$ cat src/rtl/multicycle_main_ctrl_if.sv
// ----------------------------------------------------------------------------
// multicycle_main_ctrl_if
// Purpose : Bundles the signals between the multi-cycle MIPS main control FSM
//           and the datapath/memory it sequences.
// Signals :
//   opcode        IR[31:26], valid from DECODE onward (datapath -> ctrl)
//   mem_ready     memory completes current read/write this cycle (mem -> ctrl)
//   pc_write      unconditional PC load
//   pc_write_cond PC load if ALU zero
//   i_or_d        memory address select: 0=PC, 1=ALUOut
//   mem_read      memory read request
//   mem_write     memory write request
//   ir_write      load IR from memory data
//   mem_to_reg    register write data: 0=ALUOut, 1=MDR
//   reg_dst       destination register: 0=rt, 1=rd
//   reg_write     register file write enable
//   alu_src_a     ALU A: 0=PC, 1=rs
//   alu_src_b     ALU B: 00=rt, 01=4, 10=signext imm, 11=signext imm<<2
//   alu_op        00=add, 01=sub, 10=funct-decoded
//   pc_source     00=ALU result, 01=ALUOut, 10=jump target
//   illegal_op    one-cycle pulse after an unsupported opcode in DECODE
//   state         current FSM state encoding (debug)
// Modports: master = control FSM, slave = datapath side.
// ----------------------------------------------------------------------------
interface multicycle_main_ctrl_if;
    logic [5:0] opcode;
    logic       mem_ready;
    logic       pc_write;
    logic       pc_write_cond;
    logic       i_or_d;
    logic       mem_read;
    logic       mem_write;
    logic       ir_write;
    logic       mem_to_reg;
    logic       reg_dst;
    logic       reg_write;
    logic       alu_src_a;
    logic [1:0] alu_src_b;
    logic [1:0] alu_op;
    logic [1:0] pc_source;
    logic       illegal_op;
    logic [3:0] state;

    modport master (
        input  opcode, mem_ready,
        output pc_write, pc_write_cond, i_or_d, mem_read, mem_write, ir_write,
               mem_to_reg, reg_dst, reg_write, alu_src_a, alu_src_b, alu_op,
               pc_source, illegal_op, state
    );

    modport slave (
        output opcode, mem_ready,
        input  pc_write, pc_write_cond, i_or_d, mem_read, mem_write, ir_write,
               mem_to_reg, reg_dst, reg_write, alu_src_a, alu_src_b, alu_op,
               pc_source, illegal_op, state
    );
endinterface

$ cat src/rtl/multicycle_main_ctrl.sv
// ----------------------------------------------------------------------------
// multicycle_main_ctrl
// Purpose : Main control FSM of the multi-cycle MIPS datapath. Sequences
//           fetch/decode/execute/memory/writeback from the IR opcode and drives
//           the datapath mux selects, enables and the 2-bit ALUOp. Memory steps
//           (FETCH, MEM_RD, MEM_WR) stall until mem_ready.
// Ports   :
//   i_clk   rising-edge clock
//   i_rst   synchronous active-high reset
//   io_bus  control interface (master side): opcode/mem_ready in, controls out
// ----------------------------------------------------------------------------
module multicycle_main_ctrl #(
    parameter logic [5:0] OP_RTYPE = 6'd0,
    parameter logic [5:0] OP_LW    = 6'd35,
    parameter logic [5:0] OP_SW    = 6'd43,
    parameter logic [5:0] OP_BEQ   = 6'd4,
    parameter logic [5:0] OP_J     = 6'd2,
    parameter logic [5:0] OP_ADDI  = 6'd8
) (
    input  logic                         i_clk,
    input  logic                         i_rst,
    multicycle_main_ctrl_if.master       io_bus
);

    typedef enum logic [3:0] {
        StFetch   = 4'd0,
        StDecode  = 4'd1,
        StMemAddr = 4'd2,
        StMemRd   = 4'd3,
        StMemWb   = 4'd4,
        StMemWr   = 4'd5,
        StRExec   = 4'd6,
        StRWb     = 4'd7,
        StBranch  = 4'd8,
        StJump    = 4'd9,
        StIExec   = 4'd10,
        StIWb     = 4'd11
    } state_t;

    state_t r_state;
    state_t w_state_next;
    logic   r_illegal;
    logic   w_illegal_next;

    logic       w_pc_write, w_pc_write_cond, w_i_or_d, w_mem_read, w_mem_write;
    logic       w_ir_write, w_mem_to_reg, w_reg_dst, w_reg_write, w_alu_src_a;
    logic [1:0] w_alu_src_b, w_alu_op, w_pc_source;

    // State register
    always_ff @(posedge i_clk) begin
        if (i_rst) begin
            r_state   <= StFetch;
            r_illegal <= 1'b0;
        end else begin
            r_state   <= w_state_next;
            r_illegal <= w_illegal_next;
        end
    end

    // Next-state logic; opcode only matters in DECODE and MEM_ADDR
    always_comb begin
        w_state_next   = StFetch;
        w_illegal_next = 1'b0;
        case (r_state)
            StFetch:   w_state_next = io_bus.mem_ready ? StDecode : StFetch;
            StDecode: begin
                case (io_bus.opcode)
                    OP_LW, OP_SW: w_state_next = StMemAddr;
                    OP_RTYPE:     w_state_next = StRExec;
                    OP_BEQ:       w_state_next = StBranch;
                    OP_J:         w_state_next = StJump;
                    OP_ADDI:      w_state_next = StIExec;
                    default: begin
                        w_state_next   = StFetch;
                        w_illegal_next = 1'b1;
                    end
                endcase
            end
            StMemAddr: begin
                if (io_bus.opcode == OP_LW) begin
                    w_state_next = StMemRd;
                end else if (io_bus.opcode == OP_SW) begin
                    w_state_next = StMemWr;
                end else begin
                    w_state_next = StFetch;
                end
            end
            StMemRd:   w_state_next = io_bus.mem_ready ? StMemWb : StMemRd;
            StMemWr:   w_state_next = io_bus.mem_ready ? StFetch : StMemWr;
            StRExec:   w_state_next = StRWb;
            StIExec:   w_state_next = StIWb;
            default:   w_state_next = StFetch;  // writebacks, branch, jump, unused codes
        endcase
    end

    // Output decode from state (FETCH's IR/PC load additionally waits on mem_ready)
    always_comb begin
        w_pc_write      = 1'b0;
        w_pc_write_cond = 1'b0;
        w_i_or_d        = 1'b0;
        w_mem_read      = 1'b0;
        w_mem_write     = 1'b0;
        w_ir_write      = 1'b0;
        w_mem_to_reg    = 1'b0;
        w_reg_dst       = 1'b0;
        w_reg_write     = 1'b0;
        w_alu_src_a     = 1'b0;
        w_alu_src_b     = 2'b00;
        w_alu_op        = 2'b00;
        w_pc_source     = 2'b00;
        case (r_state)
            StFetch: begin
                w_mem_read  = 1'b1;
                w_alu_src_b = 2'b01;
                w_ir_write  = io_bus.mem_ready;
                w_pc_write  = io_bus.mem_ready;
            end
            StDecode:  w_alu_src_b = 2'b11;
            StMemAddr: begin
                w_alu_src_a = 1'b1;
                w_alu_src_b = 2'b10;
            end
            StMemRd: begin
                w_mem_read = 1'b1;
                w_i_or_d   = 1'b1;
            end
            StMemWb: begin
                w_reg_write  = 1'b1;
                w_mem_to_reg = 1'b1;
            end
            StMemWr: begin
                w_mem_write = 1'b1;
                w_i_or_d    = 1'b1;
            end
            StRExec: begin
                w_alu_src_a = 1'b1;
                w_alu_op    = 2'b10;
            end
            StRWb: begin
                w_reg_write = 1'b1;
                w_reg_dst   = 1'b1;
            end
            StBranch: begin
                w_alu_src_a     = 1'b1;
                w_alu_op        = 2'b01;
                w_pc_write_cond = 1'b1;
                w_pc_source     = 2'b01;
            end
            StJump: begin
                w_pc_write  = 1'b1;
                w_pc_source = 2'b10;
            end
            StIExec: begin
                w_alu_src_a = 1'b1;
                w_alu_src_b = 2'b10;
            end
            StIWb:     w_reg_write = 1'b1;
            default: ;
        endcase
    end

    // Enables are suppressed during reset so an aborted instruction cannot write
    assign io_bus.pc_write      = w_pc_write      & ~i_rst;
    assign io_bus.pc_write_cond = w_pc_write_cond & ~i_rst;
    assign io_bus.mem_read      = w_mem_read      & ~i_rst;
    assign io_bus.mem_write     = w_mem_write     & ~i_rst;
    assign io_bus.ir_write      = w_ir_write      & ~i_rst;
    assign io_bus.reg_write     = w_reg_write     & ~i_rst;
    assign io_bus.i_or_d        = w_i_or_d;
    assign io_bus.mem_to_reg    = w_mem_to_reg;
    assign io_bus.reg_dst       = w_reg_dst;
    assign io_bus.alu_src_a     = w_alu_src_a;
    assign io_bus.alu_src_b     = w_alu_src_b;
    assign io_bus.alu_op        = w_alu_op;
    assign io_bus.pc_source     = w_pc_source;
    assign io_bus.illegal_op    = r_illegal;
    assign io_bus.state         = r_state;

endmodule

$ cat src/flat_wrapper.sv
// flat-port wrapper written by rule: the top's interface ports become plain ports
module multicycle_main_ctrl_flat 
#(
    parameter logic [5:0] OP_RTYPE = 6'd0,
    parameter logic [5:0] OP_LW    = 6'd35,
    parameter logic [5:0] OP_SW    = 6'd43,
    parameter logic [5:0] OP_BEQ   = 6'd4,
    parameter logic [5:0] OP_J     = 6'd2,
    parameter logic [5:0] OP_ADDI  = 6'd8
)
  (i_clk, i_rst, io_bus_opcode, io_bus_mem_ready, io_bus_pc_write, io_bus_pc_write_cond, io_bus_i_or_d, io_bus_mem_read, io_bus_mem_write, io_bus_ir_write, io_bus_mem_to_reg, io_bus_reg_dst, io_bus_reg_write, io_bus_alu_src_a, io_bus_alu_src_b, io_bus_alu_op, io_bus_pc_source, io_bus_illegal_op, io_bus_state);
  multicycle_main_ctrl_if io_bus_i ();
  input  logic i_clk;
  input  logic i_rst;
  input wire logic [$bits(io_bus_i.opcode)-1:0] io_bus_opcode;
  input wire logic [$bits(io_bus_i.mem_ready)-1:0] io_bus_mem_ready;
  output wire logic [$bits(io_bus_i.pc_write)-1:0] io_bus_pc_write;
  output wire logic [$bits(io_bus_i.pc_write_cond)-1:0] io_bus_pc_write_cond;
  output wire logic [$bits(io_bus_i.i_or_d)-1:0] io_bus_i_or_d;
  output wire logic [$bits(io_bus_i.mem_read)-1:0] io_bus_mem_read;
  output wire logic [$bits(io_bus_i.mem_write)-1:0] io_bus_mem_write;
  output wire logic [$bits(io_bus_i.ir_write)-1:0] io_bus_ir_write;
  output wire logic [$bits(io_bus_i.mem_to_reg)-1:0] io_bus_mem_to_reg;
  output wire logic [$bits(io_bus_i.reg_dst)-1:0] io_bus_reg_dst;
  output wire logic [$bits(io_bus_i.reg_write)-1:0] io_bus_reg_write;
  output wire logic [$bits(io_bus_i.alu_src_a)-1:0] io_bus_alu_src_a;
  output wire logic [$bits(io_bus_i.alu_src_b)-1:0] io_bus_alu_src_b;
  output wire logic [$bits(io_bus_i.alu_op)-1:0] io_bus_alu_op;
  output wire logic [$bits(io_bus_i.pc_source)-1:0] io_bus_pc_source;
  output wire logic [$bits(io_bus_i.illegal_op)-1:0] io_bus_illegal_op;
  output wire logic [$bits(io_bus_i.state)-1:0] io_bus_state;
  assign io_bus_i.opcode = io_bus_opcode;
  assign io_bus_i.mem_ready = io_bus_mem_ready;
  assign io_bus_pc_write = io_bus_i.pc_write;
  assign io_bus_pc_write_cond = io_bus_i.pc_write_cond;
  assign io_bus_i_or_d = io_bus_i.i_or_d;
  assign io_bus_mem_read = io_bus_i.mem_read;
  assign io_bus_mem_write = io_bus_i.mem_write;
  assign io_bus_ir_write = io_bus_i.ir_write;
  assign io_bus_mem_to_reg = io_bus_i.mem_to_reg;
  assign io_bus_reg_dst = io_bus_i.reg_dst;
  assign io_bus_reg_write = io_bus_i.reg_write;
  assign io_bus_alu_src_a = io_bus_i.alu_src_a;
  assign io_bus_alu_src_b = io_bus_i.alu_src_b;
  assign io_bus_alu_op = io_bus_i.alu_op;
  assign io_bus_pc_source = io_bus_i.pc_source;
  assign io_bus_illegal_op = io_bus_i.illegal_op;
  assign io_bus_state = io_bus_i.state;
  multicycle_main_ctrl #(.OP_RTYPE(OP_RTYPE), .OP_LW(OP_LW), .OP_SW(OP_SW), .OP_BEQ(OP_BEQ), .OP_J(OP_J), .OP_ADDI(OP_ADDI)) u_core (.i_clk(i_clk), .i_rst(i_rst), .io_bus(io_bus_i));
endmodule
$ cat config.mk
export PLATFORM = sky130hd
export DESIGN_NAME = multicycle_main_ctrl_flat
export DESIGN_NICKNAME = d
export VERILOG_FILES = /design/src/rtl/multicycle_main_ctrl_if.sv /design/src/rtl/multicycle_main_ctrl.sv /design/src/flat_wrapper.sv
export SDC_FILE = /design/constraint.sdc
export NUM_CORES = 1
export LEC_CHECK = 0
export ABC_AREA = 0
export CAP_MARGIN = 40
export CORE_MARGIN = 2
export CORE_UTILIZATION = 35
export DETAILED_ROUTE_END_ITERATION = 8
export PLACE_DENSITY = 0.74
export SKIP_CTS_REPAIR_TIMING = 1
export SLEW_MARGIN = 15
export SYNTH_ARGS = -nofsm -noshare
export SYNTH_HDL_FRONTEND = slang
export SYNTH_SLANG_ARGS = --single-unit
$ cat constraint.sdc
create_clock -name i_clk -period 1.44 [get_ports i_clk]
set_clock_uncertainty 0.05 [all_clocks]
set_input_delay 0.144 -clock i_clk [delete_from_list [all_inputs] [get_ports i_clk]]
set_output_delay 0.144 -clock i_clk [all_outputs]
set_load 0.01 [all_outputs]
Yosys cells after proc, flatten, opt, wreduce, memory -nomap -nowiden
Cells that the tools add are included.
- output and inout port bits: 21
- bits in registers: 5
- logic and storage cells: 57
- bits of input ports: 9
- equal/unequal tests: 16
- muxes and demuxes: 21
- bitwise operators: 8
- reductions and logical operators: 10
- operator list (operator ; count):
    $pmux 4 s7 ; 1
    $pmux 4 s5 ; 1
    $eq 4x3->1 const B ; 4
    $eq 4x4->1 const B ; 4
    $eq 6x6->1 const B ; 2
    $mux 1 ; 11
    $reduce_or 2->1 ; 5
    $mux 3 ; 3
    $eq 4x2->1 const B ; 2
    $pmux 2 s2 ; 2
    $and 1x1->1 ; 6
    $eq 6x2->1 const B ; 1
    $eq 6x3->1 const B ; 1
    $eq 6x4->1 const B ; 1
    $logic_not 6->1 ; 1
    $pmux 2 s3 ; 1
    $reduce_or 6->1 ; 1
    $eq 4x1->1 const B ; 1
    $logic_not 4->1 ; 1
    $mux 4 ; 1
    $reduce_or 4->1 ; 1
    $reduce_or 3->1 ; 1
    $not 1->1 ; 2
    $pmux 1 s2 ; 1

Depth between registers and ports, before layout
- depth in word-level cells: 4
- depth in mapped cells: 6
- depth with buffers taken out: 4

Worst setup path after synthesis
OpenSTA, ideal clock, no wires.
- path kind: flip-flop to output port
- from: reg u_core.r_state[0], in the netlist u_core.io_bus.state[0]
- to: out io_bus_reg_write
- buffers on the path: 2
- setup slack: -0.081 ns
- cell stages (with the launch flop): 6
- data arrival time: 1.327 ns
- cells stage by stage: dfxtp_1 -> buf_2 -> buf_1 -> nor3_1 -> nor2_1 -> nor2_1
- word-level cells in the longest chain between the ends: 4
- elaborated cells on any way between the ends: 6
- RTL lines (element ; RTL line ; source):
    from (decl) ; multicycle_main_ctrl.sv:40 ; state_t r_state;
    from (signal assigned) ; multicycle_main_ctrl.sv:52 ; r_state <= StFetch;
    from (signal assigned) ; multicycle_main_ctrl.sv:55 ; r_state <= w_state_next;
    $eq 4x3->1 or $eq 4x4->1 (tied branches) ; multicycle_main_ctrl.sv:111 ; case (r_state)
    $reduce_or 3->1 (no line) * ; n/a ;
    $mux 1 * ; multicycle_main_ctrl.sv:111 ;
    $and 1x1->1 * ; multicycle_main_ctrl.sv:168 ; assign io_bus.reg_write = w_reg_write & ~i_rst;
    to (decl) ; flat_wrapper.sv:25 ; output wire logic [$bits(io_bus_i.reg_write)-1:0] io_bus_reg_write;
Every way passes the cells marked *; elsewhere a longest branch is shown, timed or not.

Worst setup path in the final report
- from: reg u_core.r_state[3], in the netlist u_core.io_bus.state[3]
- to: out io_bus_reg_write
Same word-level chain as after synthesis.

==> flow_metrics.py <==
metrics = {
    "cts": {
        "cts.sinks": 5,
        "clockRootBuffer": "clkbuf_4",
        "clk_latency_ns": 0.24,
        "cts_made_buffers": 3,
        "cts_buffer_depth": 2,
        "cts_tree": "done",
        "path_clk_slew_ns": 0.05,
        "htreeDepth": 1,
    },
    "logic_synthesis": {
        "synth_fp_nets": 96,
        "synth_seq_area_share_pct": 16.3,
        "ys.warnings.count": 0,
        "yosysTopAreaCell": "dfxtp_1",
        "synth.avg_cell_area_um2": 7.08,
        "yosysTopAreaCellShare_pct": 16.3,
        "post_synth_inst_count": 87,
        "synthesis.area_um2": 616,
        "synth.distinct_cells": 34,
        "ys_ff_latch": 5,
        "synthTopCellsByArea": "dfxtp_1, nor3_1, a21oi_1",
    },
    "timing": {
        "tightest_slew_ns": 0.296,
        "slew_headroom_pct": 80.2,
        "period_share_pct": 111,
        "period_minus_slack_ns": 1.60,
        "finalMaxSlewViolations": 0,
        "setup_violations": 7,
        "fmax_mhz": 626,
        "setup_slack_ns": -0.157,
        "hold_viol": 0,
        "whs_ns": 0.398,
        "rsz0062_at_grt": "true",
    },
    "min_path": {
        "worstHoldPathType": "in -> reg",
        "whs_path_depth": 3,
        "min_from": "i_rst",
        "min_to": "u_core.io_bus.state[3]",
    },
    "placement": {
        "place_inst": 155,
        "gp_congestion": 0.865,
        "dp_hpwl_um": 1640,
        "place.port_buffers": 29,
    },
    "route": {
        "ant_nets": 0,
        "drt_first_pass_iters": 4,
        "routedWlPerCell_um": 17.0,
        "via_count": 1011,
        "drt_iter0_markers": 37,
        "drt-total-wl_um": 2980,
        "drc": 0,
        "via_per_inst": 5.78,
    },
    "setup_path": {
        "crit_path_end_kind": "primary output",
        "regToRegStartpoint": "u_core.io_bus.state[2]",
        "path_max_fanout": 5,
        "cp.required_ns": 1.25,
        "rrSetupSlack_ns": -0.02,
        "cp-start-kind": "flop",
        "worstPathArrival_ns": 1.40,
        "rr_endpoint": "u_core.io_bus.state[1]",
        "rr_worst_depth": 5,
        "critical_path_class": "reg -> out",
    },
    "die": {
        "rows": 15,
        "pin_count": 30,
        "core_um2": 1690,
        "die-area_um2": 2110,
        "die_h_um": 45.9,
        "initial_core_util_pct": 36.4,
        "die-width_um": 45.9,
    },
    "cells_and_area": {
        "final_cell_count_no_fill": 175,
        "final_cell_mix": "buf_4, dlymetal6s2s_1, buf_6",
        "final_common_cell": "buf_4",
        "drive_gt1_share_pct": 55.7,
        "nFillCells": 101,
        "syn_to_final_growth_pct": 125,
        "antennaDiodeCount": 0,
        "nets": 168,
    },
    "pwr": {
        "power.density_nw_per_um2": 383,
        "ir_drop_uv": 193,
        "power_leakage_nw": 0.727,
    },
    "grt": {
        "grt_pass1_wl_um": 3260,
        "gr-usage-all-layers_pct": 21.1,
        "grt_pass1_vias": 778,
        "antenna_found_initial": 0,
        "grt_max_degree": 17,
        "grt_overflow_total": 0,
    },
    "run": {
        "cap_violations": 0,
    },
    "outcome": {
        "violations": "setup timing",
        "status": "finished with violations",
    },
}
[cells by family after synthesis]
kind of cell    Yosys count  synth area share, %
simple gates             49                 48.2
compound gates           22                 22.6
buf+inv                   9                 10.2
flops                     5                 16.3
xor+xnor                  2                 2.85
[layout make-up]
cell class                      count  area, um2  area share, %
Multi-Input combinational cell     73        571           41.2
Timing Repair Buffer               75        648           46.8
Clock buffer                        4       26.3           1.90
Sequential cell                     5        115           8.31
Tap cell                           17       21.3           1.54
Inverter                            1       3.75          0.271
[sequential cells by signal (all words and copies together), names as in the netlist]
register and cells:
u_core.io_bus.illegal_op 1, u_core.io_bus.state 4
[stage by stage]
step	setup TNS (ns)	area [um2]	total power, W	util [%]	setup WS [ns]
6_report	-0.388	1390	0.000530	82.0	-0.157
5_1_grt	-1.13	1390	0.000563	82.0	-0.207
4_1_cts	-9.16	1130	0.000510	67.0	-0.605
2_1_floorplan	-0.0331	627	0.000221	-	-0.0331
3_3_place_gp	-4.34	1100	0.000331	65.4	-0.342
3_5_place_dp	-4.78	1100	0.000336	65.4	-0.423
[where the power goes]
part           switching, W  internal [W]
Combinational      0.000102      0.000115
Clock             0.0000626      0.000105
Sequential       0.00000680      0.000138
Total              0.000171      0.000359
[critical path, stage by stage (launching register included)]
cell and delay [ns]:
dfxtp_4 0.36, nand2b_4 0.17, buf_6 0.12, buf_4 0.13, a21oi_2 0.11, nor2_1 0.06
nor2_1 0.08, buf_2 0.13
[routing by layer]
metal,share of wire [%],GRT usage [%],up-vias
met4,2.7,9.14,0
met5,0,0,-
met3,7.2,1.59,13
met1,40,27.8,470
met2,50,34.7,61
li1,-,-,467
[Yosys cell counts]
cell type / n
a211o_1: 1
a211oi_1: 1
a21o_1: 1
a21o_2: 1
a21oi_1: 7
a31oi_1: 3
and2b_1: 1
and3_1: 3
buf_1: 1
buf_2: 2
buf_4: 3
buf_6: 2
dfxtp_1: 5
inv_1: 1
nand2_1: 4
nand2b_1: 4
nand3b_1: 3
nand4_1: 2
nor2_1: 9
nor2b_1: 1
nor3_1: 10
nor3_2: 1
nor3b_1: 4
nor4_1: 2
nor4_4: 1
nor4b_1: 2
o211ai_1: 2
o21ai_0: 4
o21bai_1: 1
o2bb2a_1: 1
or3_1: 1
or4_1: 1
xnor2_1: 1
xor2_1: 1
[worst max path at each step]
stage               cells after the start                   start          endpoint  slack, ns
detailed placement                      5        io_bus_mem_ready   io_bus_pc_write      -0.42
finish                                  7  u_core.io_bus.state[3]  io_bus_reg_write      -0.16
global route                            5  u_core.io_bus.state[0]   io_bus_pc_write      -0.21
floorplan                               6  u_core.io_bus.state[0]  io_bus_reg_write      -0.03
global placement                        5        io_bus_mem_ready   io_bus_pc_write      -0.34
CTS                                     3  u_core.io_bus.state[0]   io_bus_mem_read      -0.61
No activity file was read; power rests on OpenSTA's default activity.
